<file path="config.mk">
export PLATFORM = sky130hd
export DESIGN_NAME = melody_sequencer
export DESIGN_NICKNAME = d
export VERILOG_FILES = /design/src/rtl/melody_sequencer.sv
export SDC_FILE = /design/constraint.sdc
export NUM_CORES = 1
export LEC_CHECK = 0
export ABC_CLOCK_PERIOD_IN_PS = 3950
export CAP_MARGIN = 20
export CELL_PAD_IN_SITES_DETAIL_PLACEMENT = 1
export CELL_PAD_IN_SITES_GLOBAL_PLACEMENT = 2
export CORE_MARGIN = 1.5
export CORE_UTILIZATION = 30
export CTS_CLUSTER_SIZE = 28
export DETAILED_ROUTE_END_ITERATION = 12
export PLACE_DENSITY = 0.8
export REMOVE_ABC_BUFFERS = 1
export SYNTH_ARGS = -nofsm -noshare
export SYNTH_HDL_FRONTEND = slang
export SYNTH_SLANG_ARGS = --single-unit
</file>
<file path="constraint.sdc">
create_clock -name iCLK -period 3.95 [get_ports iCLK]
set_input_delay 0.5925 -clock iCLK [delete_from_list [all_inputs] [get_ports iCLK]]
set_output_delay 0.5925 -clock iCLK [all_outputs]
set_load 0.005 [all_outputs]
</file>
<file path="src/rtl/melody_sequencer.sv">
`default_nettype none
// ----------------------------------------------------------------------------
// melody_sequencer: steps a note ROM and drives tone divisor/enable with a
// per-note duration and an inter-note gap. Define MELODY_LOOP_EN to replay.
// Rev 1.0
// ----------------------------------------------------------------------------
module melody_sequencer #(
  parameter int TICK_DIV  = 500000,
  parameter int GAP_TICKS = 2,
  parameter int DIV_W     = 18,
  parameter int N_NOTES   = 16,
  parameter logic [N_NOTES*(DIV_W+6)-1:0] ROM_INIT = {
    {DIV_W'(18'd0),     6'd0 },   // 15
    {DIV_W'(18'd0),     6'd0 },   // 14
    {DIV_W'(18'd0),     6'd0 },   // 13 end of melody
    {DIV_W'(18'd95420), 6'd40},   // 12 C4
    {DIV_W'(18'd75758), 6'd20},   // 11 E4
    {DIV_W'(18'd63776), 6'd20},   // 10 G4
    {DIV_W'(18'd0),     6'd10},   //  9 rest
    {DIV_W'(18'd47801), 6'd40},   //  8 C5
    {DIV_W'(18'd50607), 6'd20},   //  7 B4
    {DIV_W'(18'd56818), 6'd20},   //  6 A4
    {DIV_W'(18'd0),     6'd10},   //  5 rest
    {DIV_W'(18'd63776), 6'd40},   //  4 G4
    {DIV_W'(18'd71633), 6'd20},   //  3 F4
    {DIV_W'(18'd75758), 6'd20},   //  2 E4
    {DIV_W'(18'd85034), 6'd20},   //  1 D4
    {DIV_W'(18'd95420), 6'd20}    //  0 C4
  }
) (
  input  logic                       iCLK,
  input  logic                       iRST,
  input  logic                       iSTART,
  input  logic                       iSTOP,
  output logic [DIV_W-1:0]           oTONE_DIV,
  output logic                       oTONE_EN,
  output logic [$clog2(N_NOTES)-1:0] oNOTE_IDX,
  output logic                       oBUSY,
  output logic                       oDONE
);

  localparam int c_idx_w   = $clog2(N_NOTES);
  localparam int c_entry_w = DIV_W + 6;
  localparam int c_pre_w   = (TICK_DIV > 1) ? $clog2(TICK_DIV) : 1;
  localparam int c_gap_w   = (GAP_TICKS > 0) ? $clog2(GAP_TICKS + 1) : 1;

  typedef enum logic [1:0] {
    S_IDLE = 2'd0,
    S_LOAD = 2'd1,
    S_PLAY = 2'd2,
    S_GAP  = 2'd3
  } state_t;

  state_t               state_q, state_d;
  logic [c_idx_w-1:0]   idx_q,   idx_d;
  logic [DIV_W-1:0]     div_q,   div_d;
  logic                 en_q,    en_d;
  logic                 busy_q,  busy_d;
  logic                 done_q,  done_d;
  logic [c_pre_w-1:0]   pre_q,   pre_d;
  logic [5:0]           dur_q,   dur_d;
  logic [c_gap_w-1:0]   gap_q,   gap_d;

  logic [c_entry_w-1:0] rom [N_NOTES];
  logic [DIV_W-1:0]     w_rom_div;
  logic [5:0]           w_rom_dur;
  logic                 w_tick;

  for (genvar g = 0; g < N_NOTES; g++) begin : g_rom
    assign rom[g] = ROM_INIT[g*c_entry_w +: c_entry_w];
  end

  assign w_rom_div = rom[idx_q][c_entry_w-1:6];
  assign w_rom_dur = rom[idx_q][5:0];
  assign w_tick    = (pre_q == c_pre_w'(TICK_DIV - 1));

  always_comb begin
    state_d = state_q;
    idx_d   = idx_q;
    div_d   = div_q;
    en_d    = en_q;
    done_d  = 1'b0;
    dur_d   = dur_q;
    gap_d   = gap_q;
    pre_d   = w_tick ? '0 : pre_q + c_pre_w'(1);

    if (iSTOP) begin
      state_d = S_IDLE;
      idx_d   = '0;
      div_d   = '0;
      en_d    = 1'b0;
      dur_d   = '0;
      gap_d   = '0;
    end else begin
      case (state_q)
        S_IDLE: begin
          if (iSTART) begin
            state_d = S_LOAD;
            idx_d   = '0;
          end
        end

        S_LOAD: begin
          // Restarting the prescaler here makes every note an exact tick multiple.
          pre_d = '0;
          if (w_rom_dur == 6'd0) begin
            done_d = 1'b1;
            idx_d  = '0;
`ifdef MELODY_LOOP_EN
            state_d = S_LOAD;
`else
            state_d = S_IDLE;
            div_d   = '0;
            en_d    = 1'b0;
`endif
          end else begin
            div_d   = w_rom_div;
            en_d    = (w_rom_div != '0);
            dur_d   = w_rom_dur;
            state_d = S_PLAY;
          end
        end

        S_PLAY: begin
          if (w_tick) begin
            if (dur_q == 6'd1) begin
              dur_d = '0;
              if (GAP_TICKS > 0) begin
                state_d = S_GAP;
                gap_d   = c_gap_w'(GAP_TICKS);
                en_d    = 1'b0;
              end else begin
                state_d = S_LOAD;
                idx_d   = idx_q + c_idx_w'(1);
              end
            end else begin
              dur_d = dur_q - 6'd1;
            end
          end
        end

        S_GAP: begin
          if (w_tick) begin
            if (gap_q == c_gap_w'(1)) begin
              gap_d   = '0;
              state_d = S_LOAD;
              idx_d   = idx_q + c_idx_w'(1);
            end else begin
              gap_d = gap_q - c_gap_w'(1);
            end
          end
        end

        default: state_d = S_IDLE;
      endcase
    end

    busy_d = (state_d != S_IDLE);
  end

  always_ff @(posedge iCLK) begin
    if (iRST) begin
      state_q <= S_IDLE;
      idx_q   <= '0;
      div_q   <= '0;
      en_q    <= 1'b0;
      busy_q  <= 1'b0;
      done_q  <= 1'b0;
      pre_q   <= '0;
      dur_q   <= '0;
      gap_q   <= '0;
    end else begin
      state_q <= state_d;
      idx_q   <= idx_d;
      div_q   <= div_d;
      en_q    <= en_d;
      busy_q  <= busy_d;
      done_q  <= done_d;
      pre_q   <= pre_d;
      dur_q   <= dur_d;
      gap_q   <= gap_d;
    end
  end

  assign oTONE_DIV = div_q;
  assign oTONE_EN  = en_q;
  assign oNOTE_IDX = idx_q;
  assign oBUSY     = busy_q;
  assign oDONE     = done_q;

endmodule
`default_nettype wire

</file>
## Yosys cells after proc, flatten, opt, wreduce, memory -nomap -nowiden

Memories as Yosys holds them, arrays and structs flattened.
Index checks and enable logic that the tools add are counted.

| word-level totals | value |
|---|---|
| register bits after elaboration | 54 |
| ROM bits | 384 |
| logic and storage cells | 76 |
| memories kept | 1 |

Memory list:

| memory | words | width | rd ports | clocked after memory_dff | write ports | line | source |
|---|---|---|---|---|---|---|---|
| (name not given) | 16 | 24 | 1 | 0 | 0 | 74 | `assign w_rom_dur = rom[idx_q][5:0];` |

| cells by class | value |
|---|---|
| add/subtract/negate cells | 4 |
| magnitude comparators | 1 |
| equal/unequal tests | 13 |
| muxes and demuxes | 33 |
| bitwise logic cells | 3 |
| reductions and logical operators | 12 |

Operator list:

| operator | count |
|---|---|
| 2-to-1 mux 19 bit | 3 |
| 2-to-1 mux 24 bit | 2 |
| 2-to-1 mux 2 bit | 11 |
| adder 19 x 1 -> 19 bit (second input constant) | 1 |
| equality test 19 bit (second input constant) | 1 |
| 2-to-1 mux 18 bit | 1 |
| 2-to-1 mux 6 bit | 3 |
| nonzero test 18 bit | 1 |
| 2-to-1 mux 4 bit | 4 |
| != test 2 bit (second input constant) | 7 |
| one-hot mux 4 bit (3 select lines) | 1 |
| one-hot mux 6 bit (2 select lines) | 1 |
| one-hot mux 2 bit (4 select lines) | 1 |
| equality test 6 x 1 -> 1 bit (second input constant) | 1 |
| zero test 6 bit | 1 |
| AND reduction 3 bit | 2 |
| nonzero test 2 bit | 3 |
| subtractor 6 x 1 -> 6 bit (second input constant) | 1 |
| greater-or-equal comparator 5 bit (second input constant) | 1 |
| NOT 4 -> 5 bit | 1 |
| AND reduction 5 bit | 1 |
| adder 4 x 1 -> 4 bit (second input constant) | 1 |
| equality test 2 x 1 -> 1 bit (second input constant) | 2 |
| equality test 2 bit (second input constant) | 2 |
| 9 further kinds | 13 |

## Depth between registers and ports, before layout

Gate-level depths: netlist of run 1.

| logic depth | value |
|---|---|
| depth in word-level cells | 9 |
| depth in mapped cells | 9 |
| gate-level depth less buffers | 7 |

## Worst setup path after synthesis of run 1

No wires, ideal clock.

| timing path | value |
|---|---|
| path type | register -> register |
| start point | reg idx_q[0], in the netlist oNOTE_IDX[0] |
| end point | reg en_q, in the netlist oTONE_EN |
| library setup time | 121 ps |
| arrival | 2516 ps |
| slack | 1313 ps |
| stages on the path, launching flop included | 9 |
| buffers on the path | 1 |
| clock period less this slack | 2637 ps |
| path through | dfxtp_1 clkbuf_1 inv_1 ha_1 inv_1 mux4_2 or4_1 nor4_1 o21ai_1 |

| on the way | value |
|---|---|
| longest elaborated chain between the ends | 7 |
| elaborated cells between the ends (all ways) | 8 |
| classes of those cells | 4 x mux; 1 x bitwise; 2 x reduce/logical; 1 x memory |

Ends and longest elaborated chain:

| what | line | source |
|---|---|---|
| start, declared | 55 | `logic [c_idx_w-1:0] idx_q, idx_d;` |
| start signal, assigned | 174 | `idx_q <= idx_d;` |
| NOT 4 -> 5 bit (implied by the code) * | 73, 74 |  |
| memory read (16 x 24 bit) * | - |  |
| 2-to-1 mux 24 bit (implied by the code) * (2 in a row) | 74 |  |
| nonzero test 18 bit or zero test 6 bit (tied branches) | 118, 106 |  |
| 2-to-1 mux 1 bit * | 106 | `if (w_rom_dur == 6'd0) begin` |
| one-hot mux 1 bit (2 select lines) * | 95 | `case (state_q)` |
| end signal, assigned | 176 | `en_q <= en_d;` |
| end, declared | 57 | `logic en_q, en_d;` |

Every way passes the cells marked *; elsewhere a longest branch is shown, timed or not. The select of a mux whose other input is x is not followed.
A chain may end at the register's enable or synchronous reset.

## Worst setup path in the final report of run 1

| timing path | value |
|---|---|
| start point | reg idx_q[1], in the netlist oNOTE_IDX[1] |
| end point | reg en_q, in the netlist oTONE_EN |

The elaborated chain is that of the path after synthesis.

==> results list, run 1 <==
- Endpoint of the worst-slack reg-to-reg timing path: oTONE_EN
- Number of H-tree branching levels: 2
- 0 antenna diodes ended up in the layout.
- Of the total power, registers draw between 50% and 60%.
- The floorplan has 36 rows.
- Starting Density: a little under a third
- In the final design database the tool counted 410 nets.
- VDD IR max: 0.000130 V
- Worst Setup Path Type: reg2reg
- The number of global-route vias before repair was roughly 2800.
- Clock sink count: 53
* Layout overhead on the synthesized area: 13.3%
- Logic pwr share: roughly 6.0%
- Port buffering added 27 buffers.
- Setup slack closes at between 800 and 900 ps.
- The clock reaches the later pin of the worst-skew pair after 310 ps.
- Post-Route Skew: between 7 and 8 ps
- Core ar.: around 9800 um2
* Total overflow reported by the global router: 0
* Actual transition at the worst max-transition pin: ~850 ps
* CP Capture Type: register
- Met3 routed wirelength: 253 um
* Slew margin rel.: roughly 44%
- Slack of the worst reg-to-reg path: roughly 830 ps
- Post-Syn Area per Cell: roughly 8.0 um2
- Hold wc startpoint: oTONE_DIV[14]
- Total I/O pin count: 29
- The floorplan step set the die height to slightly above 100 um.
- Uppermost layer routed: met4
- Total power for the finished layout comes to 0.936 mW.
* Number of iterations in the first detailed-routing pass: 4
* Pleak: between 1 and 1.5 nW
- Die extent in x: roughly 100 um
* Global-route wire length before repair: between 10000 and 15000 um
- In this run, synthesis produced a sequential element count of 53.
- Number of enable flip-flop cells after synthesis: 0
- The internal power of the cells totals between 0.6 and 0.7 mW.
- Final design area excluding fillers: 3450 um2
- Post-synthesis cell count: between 300 and 400
- Dividing total power by cell area gives a power density of 271 nW/um2.
- DR vias/cell: 5.21
* Post-placement cell count: 519
- After detailed routing, the met2 layer carries between 3000 and 4000 um of wire.
- Origin of the critical flop-to-flop path: oNOTE_IDX[1]
* Layout cells sized above 1: under 10%
- Slew Limit Fails: 0
* Routed vias: ~2700
* Proportion of synthesized chip area in sequential cells: a little over a third
- The wire-length estimate of the detail-placed layout is slightly below 6000 um.
- Instance area after placement: 3360 um2
* Endpoint of the worst hold path: oTONE_DIV[14]
- Final non-filler cell total: around 530
* GRT Total Usage: between 10% and 20%
* Clock slew seen by the registers of the worst setup and hold paths: around 110 ps
- The clock passes through at most 2 buffers.
- Worst Setup Slack post-DPL: just under 900 ps
* Number of failing hold endpoints at the final stage: 0
- Utilization of the core after routing: between 30% and 40%
- Clock share of power: between 30% and 40%
* Post-CTS Setup Bufs: 0
* Detailed-route wire length per cell: 15.6 um
- TritonCTS built the clock tree.
* Number of cell instances on the worst register-to-register path: 7
- Top flip-flop cell by instance count after synthesis: dfxtp_1
- Post-synth design cell area: approximately 3000 um2
- Counting flops with an async set or reset pin after synthesis yields a share of 0%.
* Number of buffers added to fix hold violations after cts: 0
- Critical path launch point: oNOTE_IDX[1]
* Signal arrival time at the worst endpoint: roughly 3300 ps
- Total wire length: 8230 um
- The detail route stage leaves a number of antenna-violating nets equal to 0.
- Summed over all failing endpoints, the final setup total negative slack is 0 ps.
- Resized Gates After CTS: 0
- In the final routing, the length of wire on met1 measures 4010 um.
- In this run the worst path has a maximum fanout of 16.
- Required arrival time at the worst endpoint: about 4200 ps
* Highest clock rate: 0.321 GHz
- The library cells used most frequently in the layout, excluding fill and tap cells, are 61 x nor2_1, 53 x dfxtp_1, 30 x nand2_1.
- The cell sitting at the root of the clock tree is a clkbuf_8.
- Switching portion of total power: between 20% and 30%
- Class of the worst hold path: reg2reg
- Num CTS Buffers: 5
- Unique cell type count in the Yosys netlist: 60
- Syn. warnings: 0
* Final critical delay including setup and external delays: around 3100 ps
* Critical path launch point type: register
* Antenna violations before repair: 0
- Unrepaired setup endpoints after global routing: no
- The worst hold path was traced through 2 stages.
* Tightest hold margin: 460 ps
- Pin count of the biggest net entering global routing: 36
* DRC violation count after routing: 0
- Routability-driven placement finished with a final weighted congestion of 0.816.
* Final Setup Violations: 0
* Initial DRC Count: 75
* Result of the run: complete, no violations
- Final period util: about 80%
* Reported max-cap violation count: 0
* Commonest non-fill, non-tap cell in the layout: nor2_1
- The floorplan step defined a die boundary enclosing 10800 um2.
- Reported net switching power: between 0.2 and 0.25 mW
[routing by layer]
layer | up-vias | GRT usage (%)
met4 | 0 | 4.17
met3 | 10 | 2.89
met1 | 1339 | 21.0
li1 | 1357 | -
met2 | 38 | 26.4
met5 | - | 0
[worst max-delay path by stage]
| stage | depth (start not counted) | end | slack [ps] |
|---|---|---|---|
| 6_report | 7 | oTONE_EN | 830 |
| 5_1_grt | 7 | dur_q[2] | 510 |
| 4_1_cts | 7 | dur_q[5] | 830 |
| 3_5_place_dp | 7 | dur_q[5] | 870 |
| 3_3_place_gp | 7 | dur_q[3] | 1010 |
| 2_1_floorplan | 7 | oTONE_EN | 1230 |
[sequential cells by signal (all words and copies together), names as in the netlist]
register / flops
dur_q: 6
gap_q: 2
oBUSY: 1
oDONE: 1
oNOTE_IDX: 4
oTONE_DIV: 17
oTONE_EN: 1
pre_q: 19
state_q: 2
[layout make-up]
| type | instances | area (um2) |
|---|---|---|
| multi-input combinational | 290 | 1790 |
| clock buffer | 5 | 68.8 |
| tap | 133 | 166 |
| inverter | 13 | 48.8 |
| fill | 1244 | 6360 |
| timing repair buffer | 30 | 293 |
| clock inverter | 3 | 25.0 |
| sequential | 53 | 1060 |
[synthesized netlist by cell type, types with 3 or more instances]
library cell  count  area share (%)
nor2_1           61             7.5
dfxtp_1          53              35
nand2_1          30             3.7
a21oi_1          26             4.3
o21ai_0          20             3.3
clkbuf_1         15             1.8
ha_1             13             5.3
nand3_1          13             2.1
inv_1            12             1.5
nor3_1           10             1.6
xor2_1           10             2.9
xnor2_1           8             2.3
nor2b_1           7             1.4
nand2b_1          6             1.2
nand4_1           6             1.2
a211oi_1          5             1.2
and2_1            5             1.0
nor4_1            5             1.0
and3_1            4            0.82
and4_1            4             1.1
mux2i_1           4             1.3
a31oi_1           3            0.62
buf_2             3            0.49
buf_6             3             1.1
mux4_2            3             2.2
nor3b_1           3            0.74
o211ai_1          3            0.74
or3_1             3            0.62
[worst max-delay path, stage by stage, from the launching register on]
cell     delay, ps
dfxtp_1        680
inv_1          300
ha_1           450
inv_1           80
mux4_2         500
or4_1          510
nor4_1         380
o21ai_1        100
[power groups by stage]
| stage | logic, mW | clock network, mW | registers, mW |
|---|---|---|---|
| 6_report | 0.0558 | 0.331 | 0.549 |
| 4_1_cts | 0.0571 | 0.348 | 0.550 |
| 2_1_floorplan | 0.0327 | 0 | 0.561 |
| 3_3_place_gp | 0.0560 | 0 | 0.562 |
| 5_1_grt | 0.0640 | 0.364 | 0.551 |
| 3_5_place_dp | 0.0567 | 0 | 0.562 |
[cell families (layout without fill, tap and decap cells)]
| kind of cell | after synthesis | count (layout) | synth area share [%] |
|---|---|---|---|
| AOI/OAI and AO/OA | 82 | 82 | 17.1 |
| xor gates and xnor gates | 18 | 18 | 5.17 |
| adders and majority gates | 13 | 13 | 5.33 |
| buffers and inverters | 38 | 51 | 6.44 |
| DFF | 53 | 53 | 34.8 |
| muxes | 7 | 7 | 3.53 |
| other | 1 | 1 | 0.123 |
| and+or+nand+nor | 169 | 169 | 27.5 |
Power figures use the tool's default switching activity.
==> run 2, diff against run 1 <==
Settings changed: ABC_CLOCK_PERIOD_IN_PS 3950 to 2900.
Clock period 3.95 ns to 2.9 ns, I/O delays scaled along.
==> run 2 against run 1 <==
Via count grew 0.77%. Final area grew 1.6%. Sequential power grew 36%. Global-route usage shrank 0.28 points. Non-clock buffer count grew 7. Critical path type unchanged. Critical endpoint unchanged. Largest power group unchanged.
==> results list, run 2 (same netlist as run 1, synthesis figures left out) <==
* Result of the run: complete, no violations
* DR vias/cell: 5.18 (-0.56%)
* Register Area: 1060 um2 (unchanged)
- Num CTS Buffers: 5 (unchanged)
- For hold timing, the worst endpoint is oTONE_DIV[14].
* Worst Setup Slack post-DPL: 355 ps (-511 ps)
* Detailed-route wire length per cell: 15.3 um (-2.2%)
* Max reg flops: 19 (unchanged)
- Number of diodes added for antenna fixing: 0 (unchanged)
* Slew margin rel.: 49.4% (+5.9 points)
- Starting Density: 31.1% (unchanged)
- Final period util: 88.0% (+9.1 points)
- Core ar.: 9820 um2 (unchanged)
- The arrival time of the worst setup path is 2770 ps (-550 ps).
- HPWL after detailed placement: 6000 um (+2.5%)
* Reported max-cap violation count: 0 (unchanged)
- Number of cell instances on the worst register-to-register path: 7 (unchanged)
- Post-Route Skew: 10.1 ps (+3.09 ps)
- The final layout net count was 417 (+1.7%).
* Total overflow reported by the global router: 0 (unchanged)
* Required arrival time at the worst endpoint: 3110 ps (-1040 ps)
- Worst Setup Path Type: reg2reg
* Final Setup Violations: 0 (unchanged)
- The post-CTS setup repair buffer count was 0 (unchanged).
- The library cells used most frequently in the layout, excluding fill and tap cells, are 61 x nor2_1, 53 x dfxtp_1, 30 x nand2_1.
- The area of the multi-input gates came to 1790 um2 (unchanged).
* IO Port Bufs: 27 (unchanged)
- Deepest clock path buffer count: 2 (unchanged)
- Slack of the worst reg-to-reg path: 350 ps (-480 ps)
* Uppermost layer routed: met4
* Insertion delay of the later-clocked pin in the worst-skew pair: 320 ps (about the same)
- GRT Total Usage: 15.5% (-0.28 points)
- Number of H-tree branching levels: 2 (unchanged)
* Met3 routed wirelength: 295 um (+17%)
- The worst hold path begins at oTONE_DIV[14].
- The area of the die came to 10800 um2 (unchanged).
- Highest clock rate: 0.392 GHz (+22%)
* Critical path launch point type: register
- The post-cts resize count is 0 (unchanged).
* Final critical delay including setup and external delays: 2550 ps (-566 ps)
- Setup ws final: 348 ps (-484 ps)
- Wire length on met1: 3840 um (-4.2%)
* DRC violation count after routing: 0 (unchanged)
- VDD IR max: 0.000170 V (+31%)
- Clock slew seen by the registers of the worst setup and hold paths: 110 ps (about the same)
- In this run the critical register-to-register path is launched from oNOTE_IDX[1].
* Clock tree from TritonCTS: done
- Slew Limit Fails: 0 (unchanged)
* # rows: 36 (unchanged)
- CP Capture Type: register
* Via count of the first global-routing pass: 2799 (-0.32%)
- The count of hold-fix buffers inserted at cts came to 0 (unchanged).
- Unrepaired setup endpoints after global routing: no
* Die extent in x: 104 um (unchanged)
* Number of failing hold endpoints at the final stage: 0 (unchanged)
* Metal2 WL: 3910 um (+1.6%)
- Total wire length: 8160 um (-0.94%)
- Endpoint of the worst-slack reg-to-reg timing path: oTONE_EN
- The transition time at the pin with the least slew margin is 750 ps (-96.9 ps).
- The top-level port count was 29 (unchanged).
- Power per cell area: 369 nW/um2 (+36%)
* Initial DRC Count: 81 (+8.0%)
- The pin count of the biggest net entering global routing came to 36 (unchanged).
- The final weighted congestion in routability-driven placement came to 0.907 (+11%).
- The static leakage power was 1.21 nW (+3.4%).
- The number of antenna violations at the first check in global routing is 0 (unchanged).
- Cells on Worst Hold Path: 2 (unchanged)
- Number of iterations in the first detailed-routing pass: 4 (unchanged)
* Class of the worst hold path: reg2reg
* Sum Neg Setup Slack: 0 ps (unchanged)
- CTS root buffer: clkbuf_8
- The number of nets with antenna violations after detailed routing is 0 (unchanged).
* Filler cell count in the final layout: 1231 (-1.0%)
- The number of sinks handled by clock tree synthesis is 53 (unchanged).
- The share of post-route cells with drive strength above 1 came to 7.23% (+1.6 points).
* Vertical die dimension: 104 um (unchanged)
- The library cell used most frequently in the layout, excluding fill and tap cells, is nor2_1.
* Layout overhead on the synthesized area: 15.1%
* Highest net fanout along the worst path: 9 (-7)
* Routed vias: 2765 (+0.77%)
- Counting flops per register, the top entry is pre_q.
- The global-route wire length before repair came to 13800 um (-2.1%).
[run 2: cell count changes in the layout (fill, tap and decap cells not counted)]
cell / change
buf_4: +7
inv_8: +1
inv_6: -1
clkinv_4: +1
clkinvlp_4: -1
[run 2: stage by stage]
stage | power (mW) | util [%] | instances | instance area [um2] | hold WS [ps]
finish | 1.30 | 35.8 | 534 | 3510 | 462
global route | 1.36 | 35.8 | 534 | 3510 | 494
CTS | 1.32 | 35.8 | 534 | 3510 | 468
detailed placement | 0.844 | 34.8 | 526 | 3410 | 447
global placement | 0.842 | 34.8 | 526 | 3410 | 440
floorplan | 0.808 | - | 356 | 2900 | 426
[run 2: layer usage]
| metal | global-route usage, % | up-vias |
|---|---|---|
| li1 | - | 1380 |
| met1 | 20.1 | 1337 |
| met2 | 26.3 | 38 |
| met3 | 3.27 | 10 |
| met4 | 3.97 | 0 |
| met5 | 0 | - |
[run 2: how the worst max path moves through the flow]
stage                 startpoint  endpoint  slack (ps)  depth (start not counted)
floorplan           oNOTE_IDX[2]  oTONE_EN         180                          7
global placement    oNOTE_IDX[1]  oTONE_EN         450                          7
detailed placement  oNOTE_IDX[1]  oTONE_EN         350                          7
CTS                 oNOTE_IDX[1]  oTONE_EN         340                          7
global route        oNOTE_IDX[1]  oTONE_EN         120                          7
finish              oNOTE_IDX[1]  oTONE_EN         350                          7
[run 2: critical path, cell delays in order (launching register included)]
cell     delay (ps)
dfxtp_1         340
inv_1           230
ha_1            370
inv_2            70
mux4_2          470
or4_1           540
nor4_1          330
o21ai_1          90
[run 2: final cells by class]
cell class | count | area share, %
Timing Repair Buffer | 37 | 9.84
Inverter | 13 | 1.39
Tap cell | 133 | 4.74
Multi-Input combinational cell | 290 | 51.0
Sequential cell | 53 | 30.2
Clock buffer | 5 | 1.96
Clock inverter | 3 | 0.820
[run 2: report_power, final]
| group | switching [mW] | internal [mW] |
|---|---|---|
| clock network | 0.289 | 0.182 |
| logic | 0.0447 | 0.0323 |
| registers | 0.0101 | 0.738 |
==> run 3, diff against run 2 <==
Settings changed: GPL_ROUTABILITY_DRIVEN set to 0.
==> results of run 3 <==
The final DEF is identical to that of run 2; final timing and power are the same.
